## src/rtl/crypto_sched.sv

```systemverilog
// Request scheduler for the DES encrypt/decrypt engine pair: round-robin grant of two
// requesters, single-issue sequencing with a watchdog, and per-port response return.
module crypto_sched #(
    parameter int unsigned TIMEOUT = 24
) (
    input  logic        clk,
    input  logic        rst_n,
    input  logic [63:0] key,
    input  logic        req0_vld,
    output logic        req0_rdy,
    input  logic [63:0] req0_data,
    input  logic        req0_mode,
    input  logic        req1_vld,
    output logic        req1_rdy,
    input  logic [63:0] req1_data,
    input  logic        req1_mode,
    output logic        rsp0_vld,
    input  logic        rsp0_rdy,
    output logic [63:0] rsp0_data,
    output logic        rsp0_err,
    output logic        rsp1_vld,
    input  logic        rsp1_rdy,
    output logic [63:0] rsp1_data,
    output logic        rsp1_err,
    output logic [63:0] eng_data,
    output logic [63:0] eng_key,
    output logic        enc_start,
    output logic        dec_start,
    input  logic [63:0] enc_result,
    input  logic [63:0] dec_result,
    input  logic        enc_result_vld,
    input  logic        dec_result_vld,
    output logic        busy
);

    localparam logic [5:0] TimeoutCnt = 6'(TIMEOUT);

    typedef enum logic [1:0] {StIdle, StIssue, StWait, StResp} state_e;

    state_e      state_q;
    logic        last_grant_q;
    logic        gnt_id_q;
    logic        mode_q;
    logic [5:0]  wd_cnt_q;

    logic        grant0;
    logic        grant1;
    logic        sel_vld;
    logic        wait_done;
    logic [63:0] wait_res;
    logic        wait_err;
    logic        new_mode;

    // On a tie the requester that was not served last wins.
    always_comb begin
        grant0 = 1'b0;
        grant1 = 1'b0;
        if (req0_vld && req1_vld) begin
            grant0 = last_grant_q;
            grant1 = ~last_grant_q;
        end else begin
            grant0 = req0_vld;
            grant1 = req1_vld;
        end
    end

    assign req0_rdy = (state_q == StIdle) & grant0;
    assign req1_rdy = (state_q == StIdle) & grant1;
    assign new_mode = req1_rdy ? req1_mode : req0_mode;

    // Only the engine that was started may complete the operation.
    always_comb begin
        sel_vld   = mode_q ? dec_result_vld : enc_result_vld;
        wait_res  = '0;
        wait_err  = 1'b0;
        wait_done = 1'b0;
        if (sel_vld) begin
            wait_res  = mode_q ? dec_result : enc_result;
            wait_done = 1'b1;
        end else if (wd_cnt_q == TimeoutCnt) begin
            wait_err  = 1'b1;
            wait_done = 1'b1;
        end
    end

    always_ff @(posedge clk or negedge rst_n) begin
        if (!rst_n) begin
            state_q      <= StIdle;
            last_grant_q <= 1'b1;
            gnt_id_q     <= 1'b0;
            mode_q       <= 1'b0;
            wd_cnt_q     <= '0;
            eng_data     <= '0;
            eng_key      <= '0;
            enc_start    <= 1'b0;
            dec_start    <= 1'b0;
            rsp0_vld     <= 1'b0;
            rsp0_data    <= '0;
            rsp0_err     <= 1'b0;
            rsp1_vld     <= 1'b0;
            rsp1_data    <= '0;
            rsp1_err     <= 1'b0;
            busy         <= 1'b0;
        end else begin
            case (state_q)
                StIdle: begin
                    if (req0_rdy || req1_rdy) begin
                        gnt_id_q     <= req1_rdy;
                        last_grant_q <= req1_rdy;
                        mode_q       <= new_mode;
                        eng_data     <= req1_rdy ? req1_data : req0_data;
                        eng_key      <= key;
                        enc_start    <= ~new_mode;
                        dec_start    <= new_mode;
                        busy         <= 1'b1;
                        state_q      <= StIssue;
                    end
                end
                StIssue: begin
                    enc_start <= 1'b0;
                    dec_start <= 1'b0;
                    wd_cnt_q  <= '0;
                    state_q   <= StWait;
                end
                StWait: begin
                    if (wait_done) begin
                        if (gnt_id_q) begin
                            rsp1_vld  <= 1'b1;
                            rsp1_data <= wait_res;
                            rsp1_err  <= wait_err;
                        end else begin
                            rsp0_vld  <= 1'b1;
                            rsp0_data <= wait_res;
                            rsp0_err  <= wait_err;
                        end
                        state_q <= StResp;
                    end else if (wd_cnt_q != '1) begin
                        wd_cnt_q <= wd_cnt_q + 6'd1;
                    end
                end
                StResp: begin
                    if ((rsp0_vld && rsp0_rdy) || (rsp1_vld && rsp1_rdy)) begin
                        rsp0_vld <= 1'b0;
                        rsp0_err <= 1'b0;
                        rsp1_vld <= 1'b0;
                        rsp1_err <= 1'b0;
                        busy     <= 1'b0;
                        state_q  <= StIdle;
                    end
                end
                default: state_q <= StIdle;
            endcase
        end
    end

endmodule
```

## config.mk

```make
export PLATFORM = sky130hd
export DESIGN_NAME = crypto_sched
export DESIGN_NICKNAME = d
export VERILOG_FILES = /design/src/rtl/crypto_sched.sv
export SDC_FILE = /design/constraint.sdc
export NUM_CORES = 1
export LEC_CHECK = 0
export BUFFER_PORTS_ARGS = -buffer_cell sky130_fd_sc_hd__buf_2
export CAP_MARGIN = 5
export CORE_AREA = 2 2 232 234
export DETAILED_ROUTE_END_ITERATION = 6
export DIE_AREA = 0 0 234 236
export SLEW_MARGIN = 20
export SYNTH_ARGS = -nofsm -noshare
export SYNTH_HDL_FRONTEND = slang
export SYNTH_SLANG_ARGS = --single-unit
```

## constraint.sdc

```tcl
create_clock -name clk -period 2.6 [get_ports clk]
set_clock_uncertainty 0.15 [all_clocks]
set_input_delay 0.26 -clock clk [delete_from_list [all_inputs] [get_ports clk]]
set_output_delay 0.26 -clock clk [all_outputs]
set_load 0.01 [all_outputs]
```

Yosys cells after proc, flatten, opt, wreduce, memory -nomap -nowiden:

Index checks and enable logic that the tools add are counted.

* $add $sub $neg: 1
* equality and inequality tests: 12
* muxes and demuxes: 36
* bitwise logic cells: 5
* reductions and logical operators: 19

Operators by type and width (number)
* $mux 64: 3
* $mux 1: 19
* $reduce_and 3->1: 5
* $pmux 1 s2: 7
* $mux 6: 2
* $ne 2x2->1 const B: 6
* $pmux 6 s2: 1
* $pmux 2 s4: 1
* $reduce_and 4->1: 2
* $reduce_bool 2->1: 4
* $add 6x1->6 const B: 1
* $eq 6x5->1 const B: 1
* $mux 2: 3
* $ne 6x6->1 const B: 1
* $eq 2x2->1 const B: 2
* $reduce_and 2->1: 2
* $logic_and 1x1->1: 3
* $not 1->1: 3
* $and 1x1->1: 2
* $eq 2x1->1 const B: 1
* $logic_not 2->1: 1
* $logic_or 1x1->1: 2
* $ne 2x1->1 const B: 1

* bits in registers: 274
* input bits: 330
* logic and storage cells: 89

Depth between registers and ports, before layout:

* depth after elaboration: 7
* mapped depth: 8
* mapped depth without buffers: 6

Worst setup path after synthesis:

OpenSTA, ideal clock, no wires.

* kind: reg2reg
* from: register wd_cnt_q[0]
* to: register state_q[1]
* setup time: 128 ps
* data arrival time: 1664 ps
* path slack: 659 ps
* cell stages (with the launch flop): 7
* buffers on the path: 0
* period minus slack after synthesis: 1941 ps
* cell sequence: dfrtp_1 -> inv_1 -> ha_1 -> nor3b_2 -> a31oi_1 -> a221oi_2 -> mux2_1

* longest elaborated chain between the ends: 5

Ends and longest elaborated chain
* start, declared: line 44 `logic [5:0] wd_cnt_q;`
* start signal, assigned: line 138 `wd_cnt_q <= wd_cnt_q + 6'd1;`
* $eq 6x5->1: line 80 `end else if (wd_cnt_q == TimeoutCnt) begin`
* $mux 1: line 80
* $mux 1: line 77 `if (sel_vld) begin`
* $ne 2x2->1 (no source line)
* $reduce_and 3->1 (no source line)
* end signal, assigned: line 88 `state_q <= StIdle;`
* end signal, assigned: line 116 `state_q <= StIssue;`
* end signal, assigned: line 123 `state_q <= StWait;`
* end, declared: line 40 `state_e state_q;`

Every way passes these cells.
A chain may end at the register's enable or synchronous reset.

Worst setup path in the final report:

* from: register state_q[0]
* to: register eng_data[21]

* longest elaborated chain between the ends: 4
* elaborated cells on any way between the ends: 6

Ends and longest elaborated chain
* $logic_not 2->1 (*): line 67, 68, 105
* $and 1x1->1, on equally long branches: line 67, 68
* $logic_or 1x1->1: line 107 `if (req0_rdy || req1_rdy) begin`
* $reduce_and 2->1 (no source line)
* end signal, assigned: line 111 `eng_data <= req1_rdy ? req1_data : req0_data;`
* end, declared: line 25 `output logic [63:0] eng_data,`

Mark *: on every way between the ends. The rest lies on a longest branch, timed or not.

==> flow_summary.json <==
{
  "outcome": "complete, no violations",
  "min_path_type": "input port to flip-flop",
  "p_leak_nw": 10.60,
  "ant_nets": 0,
  "wl_per_cell_um": 16.61,
  "seq_area_frac_synth": 0.5799,
  "syn-instance-count": 1088,
  "pwr-share-seq": 0.344,
  "rr_worst_depth": 8,
  "nets": 2280,
  "clk_pin_slew_ns": 0.06,
  "rrSetupSlack_ns": 0.18,
  "io_pins": 595,
  "wirelength_um": 44240,
  "first_global_vias": 12330,
  "dr.first_iter.drc_count": 581,
  "max_freq_mhz": 413.7,
  "min_period_ns": 2.417,
  "cp-start-kind": "flip-flop",
  "drv_slew": 0,
  "report.final.hold_viol_count": 0,
  "drc": 0,
  "grt_max_degree": 90,
  "p_comb_frac": 0.439,
  "synth_edf_count": 0,
  "cts_buffer_depth": 3,
  "required_ns": 2.82,
  "peakVddDrop_mv": 0.5663,
  "switchingPower_mw": 8.333,
  "hold_start": "dec_result[49]",
  "syn-num-nets": 1424,
  "synth_seq_cells": 274,
  "hpwl_um": 29500,
  "cts_max_level": 2,
  "p_int_mw": 13.60,
  "reg2reg_from": "state_q[0]$_DFFE_PN0P_",
  "final_cell_area_um2": 19630,
  "powerDensity_nw_per_um2": 1117,
  "min_delay_path_depth": 4,
  "grt_overflow": 0,
  "worstPathArrival_ns": 2.64,
  "antenna_found_initial": 4,
  "die_w_um": 234,
  "fp.coreArea_um2": 53070,
  "r2r_end": "eng_data[21]$_DFFE_PN0P_",
  "crit_fanout": 23,
  "drive_gt1_frac": 0.3583,
  "yosys_warnings": 0,
  "via_per_inst": 4.417,
  "grt_pass1_wl_um": 67130,
  "netSwitchingFraction": 0.3800,
  "fin_crit_sh": 0.9298,
  "rsz0062_at_grt": "false",
  "first_pass_iters": 5,
  "syn_area_um2": 11830,
  "post_dp_cell_area_um2": 15830,
  "async_flop_share": 1.000,
  "cp-end-kind": "flip-flop",
  "fin_util": 0.3700,
  "cts_buffers": 34,
  "portBuffers": 594,
  "pwr-share-clk": 0.217,
  "syn_to_final_growth_pct": 66.04,
  "slew-limit-headroom": 0.5029,
  "cts_num_sinks": 274,
  "gp_congestion": 0.8403,
  "crit_type": "flip-flop to flip-flop",
  "die-height_um": 236,
  "setup_viol": 0,
  "rows": 85,
  "worstMarginPinSlew_ns": 0.7456,
  "synth_cell_types": 40,
  "ys_dominant_reg_cell": "dfrtp_1",
  "initial_utilization": 0.2228,
  "syn_area_per_cell_um2": 10.87,
  "die-area_um2": 55220,
  "cts-root-buf": "clkbuf_16",
  "finalSetupTns_ns": 0,
  "max-cap-violations": 0,
  "cts_tree": "yes",
  "clock_latency_ns": 0.52,
  "hold_end": "rsp1_data[49]$_DFFE_PN0P_",
  "track_usage": 0.1546,
  "dr_total_vias": 11770
}
## flip-flops by register name, summed over array words and instances, names as in the netlist, 2 cells and up
register / count
rsp0_data: 64
state_q: 2
eng_key: 64
eng_data: 64
wd_cnt_q: 6
rsp1_data: 64
## cells in the mapped netlist (all sizes together), types with 2 or more instances
cell type | count | share of area
nand3 | 3 | 0.0013
a22oi | 2 | 0.0021
o211ai | 4 | 0.0025
nor2 | 66 | 0.021
o21ai | 72 | 0.030
nand4 | 3 | 0.0016
a22o | 130 | 0.096
a221oi | 2 | 0.0025
mux2 | 2 | 0.0022
clkbuf | 30 | 0.0095
a21oi | 6 | 0.0025
buf | 50 | 0.024
nand2 | 267 | 0.085
a21o | 5 | 0.0032
mux2i | 132 | 0.11
dfrtp | 273 | 0.58
ha | 6 | 0.0063
a31oi | 4 | 0.0021
inv | 13 | 0.0041
nor3 | 4 | 0.0017
## metal layers
metal  wire length (um)  GRT usage  share of wire
met2              22520     0.2776           0.51
met4               1706    0.06655          0.039
met1              16640     0.1684           0.38
met3               3363    0.04304          0.076
met5                  7          0        0.00016
## power groups by stage
| stage | Sequential (mW) | Combinational (mW) | Clock (mW) |
|---|---|---|---|
| floorplan | 8.21 | 4.32 | 0 |
| global placement | 7.52 | 8.81 | 0 |
| detailed placement | 7.54 | 9.00 | 0 |
| CTS | 7.53 | 9.62 | 4.94 |
| global route | 7.76 | 10.5 | 5.13 |
| finish | 7.54 | 9.64 | 4.75 |
## kinds of logic (layout without fill, tap and decap cells)
family	after synthesis	after routing	share of synthesized area
compound gates	232	232	0.1469
flops	274	274	0.5799
fa+ha+maj	6	6	0.006348
mux	134	134	0.1143
other cells	0	3	0
simple gates	349	349	0.1145
buf+inv	93	970	0.03809
## layout by cell type, fill, tap and decap left out, types with 2 or more instances in the layout
cell and instances:
clkbuf_16 35, o21ai_0 69, buf_2 593, clkbuf_1 7, nor2_1 66, o21ai_1 2
inv_1 13, a21oi_1 5, a22o_1 130, dfrtp_1 272, diode_2 3, buf_12 15
nor3_1 4, o211ai_1 4, a21o_1 5, clkinv_4 2, mux2i_1 130, ha_1 5
bufinv_16 3, clkinvlp_4 2, nand4_1 3, a22oi_2 2, mux2i_4 2, a221oi_2 2
buf_4 26, nand2_1 267, nand3_1 2, dlygate4sd3_1 264, clkbuf_8 5, a31oi_1 4
## what timing repair did
item	in CTS	in global routing
hold buffers	263	1
endpoints found under the hold margin	262	1
endpoints found under the setup margin	0	41
setup buffers	0	1
gates resized for setup	0	5
## layout make-up
class                      instances  area [um2]
inverter                          13       48.80
sequential                       274        6862
clock inverter                    10       147.6
multi-input combinational        721        4578
clock buffer                      47       970.9
antenna                            3       7.507
timing repair buffer             900        6148
tap                              696       870.8
fill                            5058       33440
## worst max-delay path, stage by stage, from the launching register on
cell,delay (ns)
dfrtp_1,0.39
inv_1,0.08
ha_2,0.21
nand3_4,0.11
buf_12,0.20
buf_16,0.19
mux2i_1,0.23
dlygate4sd3_1,0.58
o21ai_0,0.07
## metrics by stage
step | power [mW] | instances | setup slack (ns) | hold slack, ns
4_1_cts | 22.10 | 2659 | 0.03195 | 0.0001489
5_1_grt | 23.43 | 2663 | 0.04719 | 0.01784
2_1_floorplan | 12.53 | 1088 | 0.6587 | -0.1856
3_3_place_gp | 16.33 | 2339 | 0.3904 | 0.1813
3_5_place_dp | 16.54 | 2339 | 0.3643 | 0.1970
6_report | 21.93 | 2664 | 0.1825 | 0.03867
## worst max path at each step
| stage | from | endpoint | slack (ns) | depth (start not counted) |
|---|---|---|---|---|
| final | state_q[0]$_DFFE_PN0P_ | eng_data[21]$_DFFE_PN0P_ | 0.18 | 8 |
| after detailed placement | state_q[0]$_DFFE_PN0P_ | rsp0_err$_DFFE_PN0P_ | 0.36 | 7 |
| after CTS | state_q[1]$_DFFE_PN0P_ | req1_rdy | 0.03 | 7 |
| after global placement | state_q[0]$_DFFE_PN0P_ | rsp0_err$_DFFE_PN0P_ | 0.39 | 7 |
| after floorplan | wd_cnt_q[0]$_DFFE_PN0P_ | state_q[1]$_DFFE_PN0P_ | 0.66 | 6 |
| after global routing | state_q[0]$_DFFE_PN0P_ | eng_data[16]$_DFFE_PN0P_ | 0.05 | 8 |
Note: power is estimated with default switching activity, not from simulation.
